**config.mk**
```make
export PLATFORM = sky130hd
export DESIGN_NAME = mem_access_unit
export DESIGN_NICKNAME = d
export VERILOG_FILES = /design/src/rtl/mem_access_unit.sv
export SDC_FILE = /design/constraint.sdc
export NUM_CORES = 1
export LEC_CHECK = 0
export ABC_AREA = 1
export CAP_MARGIN = 15
export CORE_ASPECT_RATIO = 1.5
export CORE_MARGIN = 10
export CORE_UTILIZATION = 45
export DETAILED_ROUTE_END_ITERATION = 16
export PLACE_DENSITY = 0.85
export SYNTH_ARGS = -nofsm -noshare
export SYNTH_HDL_FRONTEND = slang
export SYNTH_SLANG_ARGS = --single-unit
```
**constraint.sdc**
```tcl
create_clock -name clk -period 4.81 [get_ports clk]
set_input_delay 0.481 -clock clk [delete_from_list [all_inputs] [get_ports clk]]
set_output_delay 0.481 -clock clk [all_outputs]
set_load 0.01 [all_outputs]
```
**src/rtl/mem_access_unit.sv**
```systemverilog
// mem_access_unit: load/store front-end for the word-addressed data RAM.
// Turns byte-addressed LB/LBU/LH/LHU/LW/SB/SH/SW requests into RAM word
// accesses. Sub-word stores are done as a read-modify-write. Loads are
// sign- or zero-extended. Misaligned, out-of-range and illegal-size
// requests are flagged on o_err.
module mem_access_unit #(
  parameter int ADDRESS_SIZE = 32,
  parameter int DATA_SIZE    = 32,
  parameter int RAM_WORDS    = 256
) (
  input  logic                    clk,
  input  logic                    rst,
  input  logic                    i_req,
  input  logic                    i_we,
  input  logic [1:0]              i_size,
  input  logic                    i_unsigned,
  input  logic [ADDRESS_SIZE-1:0] i_addr,
  input  logic [DATA_SIZE-1:0]    i_wdata,
  output logic                    o_busy,
  output logic                    o_done,
  output logic                    o_err,
  output logic [DATA_SIZE-1:0]    o_rdata,
  output logic [ADDRESS_SIZE-1:0] o_ram_addr,
  output logic [DATA_SIZE-1:0]    o_ram_wdata,
  output logic                    o_ram_we,
  input  logic [DATA_SIZE-1:0]    i_ram_rdata
);

  typedef enum logic [2:0] {IDLE, READ, MERGE, WRITE, DONE} state_t;

  localparam logic [ADDRESS_SIZE-1:0] RAM_LIMIT = ADDRESS_SIZE'(RAM_WORDS);

  state_t                  state;
  logic                    we_q;
  logic [1:0]              size_q;
  logic                    uns_q;
  logic [ADDRESS_SIZE-1:0] addr_q;
  logic [DATA_SIZE-1:0]    wdata_q;
  logic [DATA_SIZE-1:0]    buf_q;

  // A request is bad if it is misaligned for its size, uses the reserved
  // size code, or lands past the end of the attached RAM.
  function automatic logic is_error(input logic [1:0] size,
                                    input logic [ADDRESS_SIZE-1:0] addr);
    logic [ADDRESS_SIZE-1:0] word_index;
    word_index = {2'b00, addr[ADDRESS_SIZE-1:2]};
    is_error = (size == 2'b11)
            || ((size == 2'b01) && addr[0])
            || ((size == 2'b10) && (addr[1:0] != 2'b00))
            || (word_index >= RAM_LIMIT);
  endfunction

  // Pick the addressed lane out of a little-endian word and extend it.
  function automatic logic [DATA_SIZE-1:0] extract(input logic [DATA_SIZE-1:0] word,
                                                   input logic [1:0] size,
                                                   input logic [1:0] offset,
                                                   input logic zero_ext);
    logic [7:0]  b;
    logic [15:0] h;
    b = word[{offset, 3'b000} +: 8];
    h = word[{offset[1], 4'b0000} +: 16];
    case (size)
      2'b00:   extract = zero_ext ? {{(DATA_SIZE-8){1'b0}}, b}
                                  : {{(DATA_SIZE-8){b[7]}}, b};
      2'b01:   extract = zero_ext ? {{(DATA_SIZE-16){1'b0}}, h}
                                  : {{(DATA_SIZE-16){h[15]}}, h};
      default: extract = word;
    endcase
  endfunction

  // Overlay the right-aligned store data onto the addressed lane(s).
  function automatic logic [DATA_SIZE-1:0] merge(input logic [DATA_SIZE-1:0] word,
                                                 input logic [DATA_SIZE-1:0] data,
                                                 input logic [1:0] size,
                                                 input logic [1:0] offset);
    logic [DATA_SIZE-1:0] result;
    result = word;
    case (size)
      2'b00:   result[{offset, 3'b000} +: 8]     = data[7:0];
      2'b01:   result[{offset[1], 4'b0000} +: 16] = data[15:0];
      default: result = data;
    endcase
    merge = result;
  endfunction

  assign o_busy = (state != IDLE);

  // Request sequencer: every output except o_busy is registered here so the
  // RAM port and the completion strobe change only on clock edges (or reset).
  always_ff @(posedge clk or posedge rst) begin
    if (rst) begin
      state       <= IDLE;
      we_q        <= 1'b0;
      size_q      <= 2'b00;
      uns_q       <= 1'b0;
      addr_q      <= '0;
      wdata_q     <= '0;
      buf_q       <= '0;
      o_done      <= 1'b0;
      o_err       <= 1'b0;
      o_rdata     <= '0;
      o_ram_addr  <= '0;
      o_ram_wdata <= '0;
      o_ram_we    <= 1'b0;
    end else begin
      case (state)
        IDLE: begin
          if (i_req) begin
            we_q       <= i_we;
            size_q     <= i_size;
            uns_q      <= i_unsigned;
            addr_q     <= i_addr;
            wdata_q    <= i_wdata;
            o_ram_addr <= {2'b00, i_addr[ADDRESS_SIZE-1:2]};
            if (i_we && (i_size == 2'b10) && !is_error(i_size, i_addr)) begin
              o_ram_wdata <= i_wdata;
              o_ram_we    <= 1'b1;
              state       <= WRITE;
            end else begin
              state <= READ;
            end
          end
        end
        READ: begin
          if (is_error(size_q, addr_q)) begin
            o_err  <= 1'b1;
            o_done <= 1'b1;
            state  <= DONE;
          end else begin
            buf_q <= i_ram_rdata;
            if (we_q) begin
              state <= MERGE;
            end else begin
              o_rdata <= extract(i_ram_rdata, size_q, addr_q[1:0], uns_q);
              o_done  <= 1'b1;
              state   <= DONE;
            end
          end
        end
        MERGE: begin
          o_ram_wdata <= merge(buf_q, wdata_q, size_q, addr_q[1:0]);
          o_ram_we    <= 1'b1;
          state       <= WRITE;
        end
        WRITE: begin
          o_ram_we <= 1'b0;
          o_done   <= 1'b1;
          state    <= DONE;
        end
        DONE: begin
          o_done <= 1'b0;
          o_err  <= 1'b0;
          state  <= IDLE;
        end
        default: state <= IDLE;
      endcase
    end
  end

endmodule

```
==> metrics, run 1 <==
status finished, final reports clean; commonest non-fill, non-tap cell in the layout nand2_1; Placed Instances roughly 1700; H-tree depth 4; gpl congestion 0.910; Max-Cap Viols 0; most used cell along the critical path nand2_1; CTS root buffer clkbuf_16; first-pass GRT wire length around 47 mm; Critical Path, Cell by Cell inv_2 -> ha_1 -> nand2_1 -> nand3_1 -> nand2_2 -> nor3_4 -> nand2_1 -> nand2_1 -> nand2_1; Synth Register Bits 170; Tightest Pin Transition 1070 ps; cts repair resizes 0; worst vdd ir between 0.4 and 0.5 mV; # DRC 0; number of top-level pins between 200 and 250; RSZ-0062 raised after global routing no; Row Count 65; kind of critical path reg -> reg; vias per cell about 5.2; Ant. Diodes 0; layout cell share with drive strength beyond 1 6.80%; global route total overflow 0; Pleak between 5 and 6 nW; Worst path slowest cell nand2_1; Setup WS post-layout ~1400 ps; register clock-pin slew on the reported worst setup and hold paths around 70 ps; width of the die roughly 140 um; Num CTS Buffers 17; Detailed Route WL ~29 mm; fmax just under 0.3 GHz; Largest delay share family, worst path simple AND/OR/NAND/NOR gates; post-route setup TNS 0 ps; register area share after synthesis ~44%; worst path arrival time 3670 ps; core box area 21000 sq um; antenna viol nets, final 0; Cell variety after synth 27; most frequent cells in the layout 566 x nand2_1, 200 x clkdlybuf4s50_1, 169 x dfrtp_1; Syn Inst Count between 1000 and 1500; Worst Path Max Fanout 32; crit-path max cell delay 800 ps; Final Core Density around 58%; Post-Syn Area about 9600 sq um; # nets final around 1600; Overall Global Routing Usage 20.5%; Skew-Pair Late Insertion Delay 440 ps; routed vias 8964; dpl hpwl 21.7 mm; vias in the first global route 8913; Power Density 604 nW/um^2; clock skew about 14 ps; DR iter-0 viols ~730; final cell count without fillers 1723; Wirelength per Cell around 17 um; Ys Warns 0; crit path launch type flip-flop; Setup Buffers After CTS 0; I/O Buffers 200; die height roughly 200 um; critical path data required time between 5000 and 6000 ps; Final Critical Period 3360 ps; Final Hold Fails 0; Avg Inst Size Synth between 7 and 8 sq um; final setup fails 0; pre-CTS setup slack ~1500 ps; initial core utilization ~46%; largest net degree at the start of global routing 139; WP buf/inv 1; maximum clock path buffer count 2; total power approximately 7.3 mW; die area approximately 28000 sq um; Final period util 69.9%; worst hold path class reg -> reg; Hold Buf Count CTS 0; crit end category flip-flop; CTS tree done; Worst slew margin just under 30%; Sink Count between 150 and 200; max-slew violations 0; drt pass-1 iters 5; initial antenna violation count 0; area delta synth->final 26.1%
per-layer routing:
metal,routed length (um),vias up,track usage [%]
met1,11000,4194,23.0
met2,14500,355,36.1
met3,2430,48,6.37
met4,718,0,7.01
met5,0,-,0
li1,-,4367,-
sequential cells by signal (all words and copies together), names as in the netlist, 2 cells and up:
name	count
o_rdata	32
o_ram_wdata	32
addr_q	32
size_q	2
buf_q	32
state	3
wdata_q	32
cells in the mapped netlist:
cell	n	area share (%)
nand2_1	567	22
dfrtp_1	170	44
o21ai_0	96	5.0
nand3_1	94	4.9
inv_1	76	3.0
nor2_1	65	2.5
buf_2	38	2.0
buf_4	35	2.7
mux2_2	35	4.1
a21oi_1	23	1.2
clkbuf_1	23	0.90
a21boi_0	19	1.5
a21boi_1	13	1.0
o21ai_1	11	0.57
nand3b_1	9	0.70
o211ai_1	8	0.63
inv_2	7	0.27
ha_1	5	0.65
buf_6	4	0.47
nand2_2	4	0.26
nor2_2	3	0.20
a21oi_4	1	0.17
conb_1	1	0.039
nor2_4	1	0.12
nor2_8	1	0.21
nor3_4	1	0.17
or2_1	1	0.065
final cells by class:
class,instances,area (sq um)
Sequential cell,170,4260
Fill cell,1908,8900
Clock inverter,15,211
Clock buffer,17,425
Tap cell,268,335
Multi-Input combinational cell,959,4450
Inverter,83,315
Timing Repair Buffer,211,2100
worst paths after layout:
kind	from	endpoint	slack (ps)	cells past startpoint
worst max-delay path	addr_q[0]	o_rdata[24]	1450	9
worst min-delay path	o_rdata[22]	o_rdata[22]	470	2
worst max register to register	addr_q[0]	o_rdata[24]	1450	9
worst min register to register	o_rdata[22]	o_rdata[22]	470	2
max in group asynchronous	rst	addr_q[1]	3100	3
min in group asynchronous	rst	o_rdata[11]	510	2
power breakdown:
part	internal (mW)	switching (mW)	total, mW	leakage [nW]
registers	1.92	0.401	2.32	1.89
clock network	0.882	0.608	1.49	0.315
logic	1.42	2.06	3.48	3.71
kinds of logic after synthesis:
| group | count (synthesis) | synth area share, % |
|---|---|---|
| adders and majority gates | 5 | 0.653 |
| and+or+nand+nor | 746 | 31.4 |
| DFF | 170 | 44.4 |
| muxes | 35 | 4.11 |
| AOI/OAI and AO/OA | 171 | 10.1 |
| buffers and inverters | 183 | 9.35 |
| other | 1 | 0.0391 |
stage by stage:
stage	hold slack (ps)	area [sq um]
after floorplan	453	9590
after global placement	458	11400
after detailed placement	461	11400
after CTS	476	12100
after global routing	495	12100
final	473	12100
worst reg2reg max path, delay by kind of cell, from the launching register on:
| kind | cells | cell delay (ps) |
|---|---|---|
| fa+ha+maj | 1 | 390 |
| buf+inv | 1 | 220 |
| flops | 1 | 520 |
| simple gates | 7 | 2120 |
No activity file was read; power rests on OpenSTA's default activity.
==> run 2, diff against run 1 <==
- PLACE_DENSITY: 0.85 -> 0.82
- clock period: 4.81 -> 3.4 ns (I/O delays scaled with it)
==> run 2 against run 1 <==
Worst hold slack got worse by 93 ps. Sequential share of layout area is 0.12 points higher. Critical path depth up 1. Flip-flop and latch count stayed put. Global-route usage decreased by 0.22 points. Critical path type unchanged. Critical endpoint is now o_rdata[5].
==> metrics, run 2 (synthesized netlist as in run 1, its figures left out) <==
Sink Count between 150 and 200; width of the die ~140 um; Critical Path, Cell by Cell inv_2 -> ha_1 -> nand2_1 -> nand3_1 -> nand2_2 -> nor3_4 -> buf_4 -> nand2_1 -> nand2_1 -> nand2_1; cts repair resizes 0; worst hold path class in -> async; initial antenna violation count 0; H-tree depth 4; CP Depth 10; Fin Hold WS between 300 and 400 ps; Power Density approximately 840 nW/um^2; Worst path slowest cell nand2_1; Skew-Pair Late Insertion Delay roughly 440 ps; final setup fails 0; Placed Area 11500 sq um; routed vias 9043; Row Count 65; Final Hold Fails 0; vias per cell ~5.2; Setup Buffers After CTS 0; Max-Cap Viols 0; Final Critical Period ~2900 ps; CTS root buffer clkbuf_16; dpl hpwl approximately 22 mm; crit-path max cell delay between 500 and 600 ps; global route total overflow 0; Worst slew margin roughly 29%; core box area about 21000 sq um; pre-CTS setup slack approximately 530 ps; crit path launch type flip-flop; antenna viol nets, final 0; Ant. Diodes 0; Overall Global Routing Usage 20.3%; WP buf/inv 2; number of top-level pins between 200 and 250; drt pass-1 iters 7; initial core utilization a little under half; R2R cell count 10; post-layout instance area 12000 sq um; Final period util about 85%; Crit Reg-Reg Startpoint addr_q[0]; RSZ-0062 raised after global routing no; CTS tree done; post-route setup TNS 0 ps; I/O Buffers 200; clock skew ~13 ps; vias in the first global route 8796; worst path arrival time between 3000 and 4000 ps; total power between 10 and 15 mW; Wirelength per Cell 16.5 um; Largest delay share family, worst path simple AND/OR/NAND/NOR gates; # nets final around 1600; most used cell along the critical path nand2_1; gpl congestion ~0.91; Worst Setup SP addr_q[0]; register clock-pin slew on the reported worst setup and hold paths ~70 ps; layout cell share with drive strength beyond 1 under 10%; DR iter-0 viols roughly 660; first-pass GRT wire length 46.2 mm; largest net degree at the start of global routing around 100; die area around 28000 sq um; Worst Path Max Fanout 32; fmax about 0.35 GHz; max-slew violations 0; area delta synth->final 25.6%; # DRC 0; critical path data required time about 3700 ps; kind of critical path reg -> reg; worst vdd ir 0.534 mV; Pleak 5.90 nW; commonest non-fill, non-tap cell in the layout nand2_1; Tightest Pin Transition 1070 ps; status finished, final reports clean; crit end category flip-flop; Num CTS Buffers 17; die height between 150 and 200 um; Hold Buf Count CTS 0; Setup WS post-layout 502 ps; maximum clock path buffer count 2; Detailed Route WL approximately 29 mm; most frequent cells in the layout 566 x nand2_1, 200 x clkdlybuf4s50_1, 169 x dfrtp_1
[run 2: changes by cell type in the layout (fill, tap and decap cells not counted), sizes merged]
| cell | previous run | this run |
|---|---|---|
| bufinv | 4 | 0 |
| buf | 11 | 14 |
| clkinvlp | 1 | 3 |
| inv | 88 | 90 |
[run 2: path summary, 6_finish.rpt]
kind / slack [ps] / end
worst min-delay path: 380 / wdata_q[11]
max in group asynchronous: 2500 / addr_q[1]
worst min register to register: 470 / o_rdata[25]
worst max register to register: 500 / o_rdata[5]
worst max-delay path: 500 / o_rdata[5]
min in group clk: 470 / o_rdata[25]
[run 2: worst reg2reg max path: cells and delay by family, from the launching register on]
kind | cells | cell delay (ps)
adders and majority gates | 1 | 390
buffers and inverters | 2 | 490
DFF | 1 | 520
and+or+nand+nor | 7 | 1390
[run 2: final cells by class]
class	instances	area, sq um
Tap cell	268	335
Fill cell	1939	8940
Clock buffer	17	425
Sequential cell	170	4260
Timing Repair Buffer	214	2130
Inverter	83	315
Multi-Input combinational cell	959	4450
Clock inverter	15	134
[run 2: through the flow]
step	cells	util, %
finish	1726	57.4
floorplan	1312	-
global route	1726	57.4
global placement	1694	54.7
CTS	1726	57.4
detailed placement	1694	54.7
[run 2: routing by layer]
layer	routed length [um]	track usage [%]	part of all wire, %
met5	0	0	0
met1	10900	23.1	38
met4	903	8.52	3.2
met3	2570	6.59	9.0
met2	14100	34.3	50
[run 2: where the power goes]
group / total [mW] / internal, mW / switching (mW)
registers: 3.28 / 2.71 / 0.568
clock network: 1.86 / 0.966 / 0.897
logic: 4.94 / 2.03 / 2.91
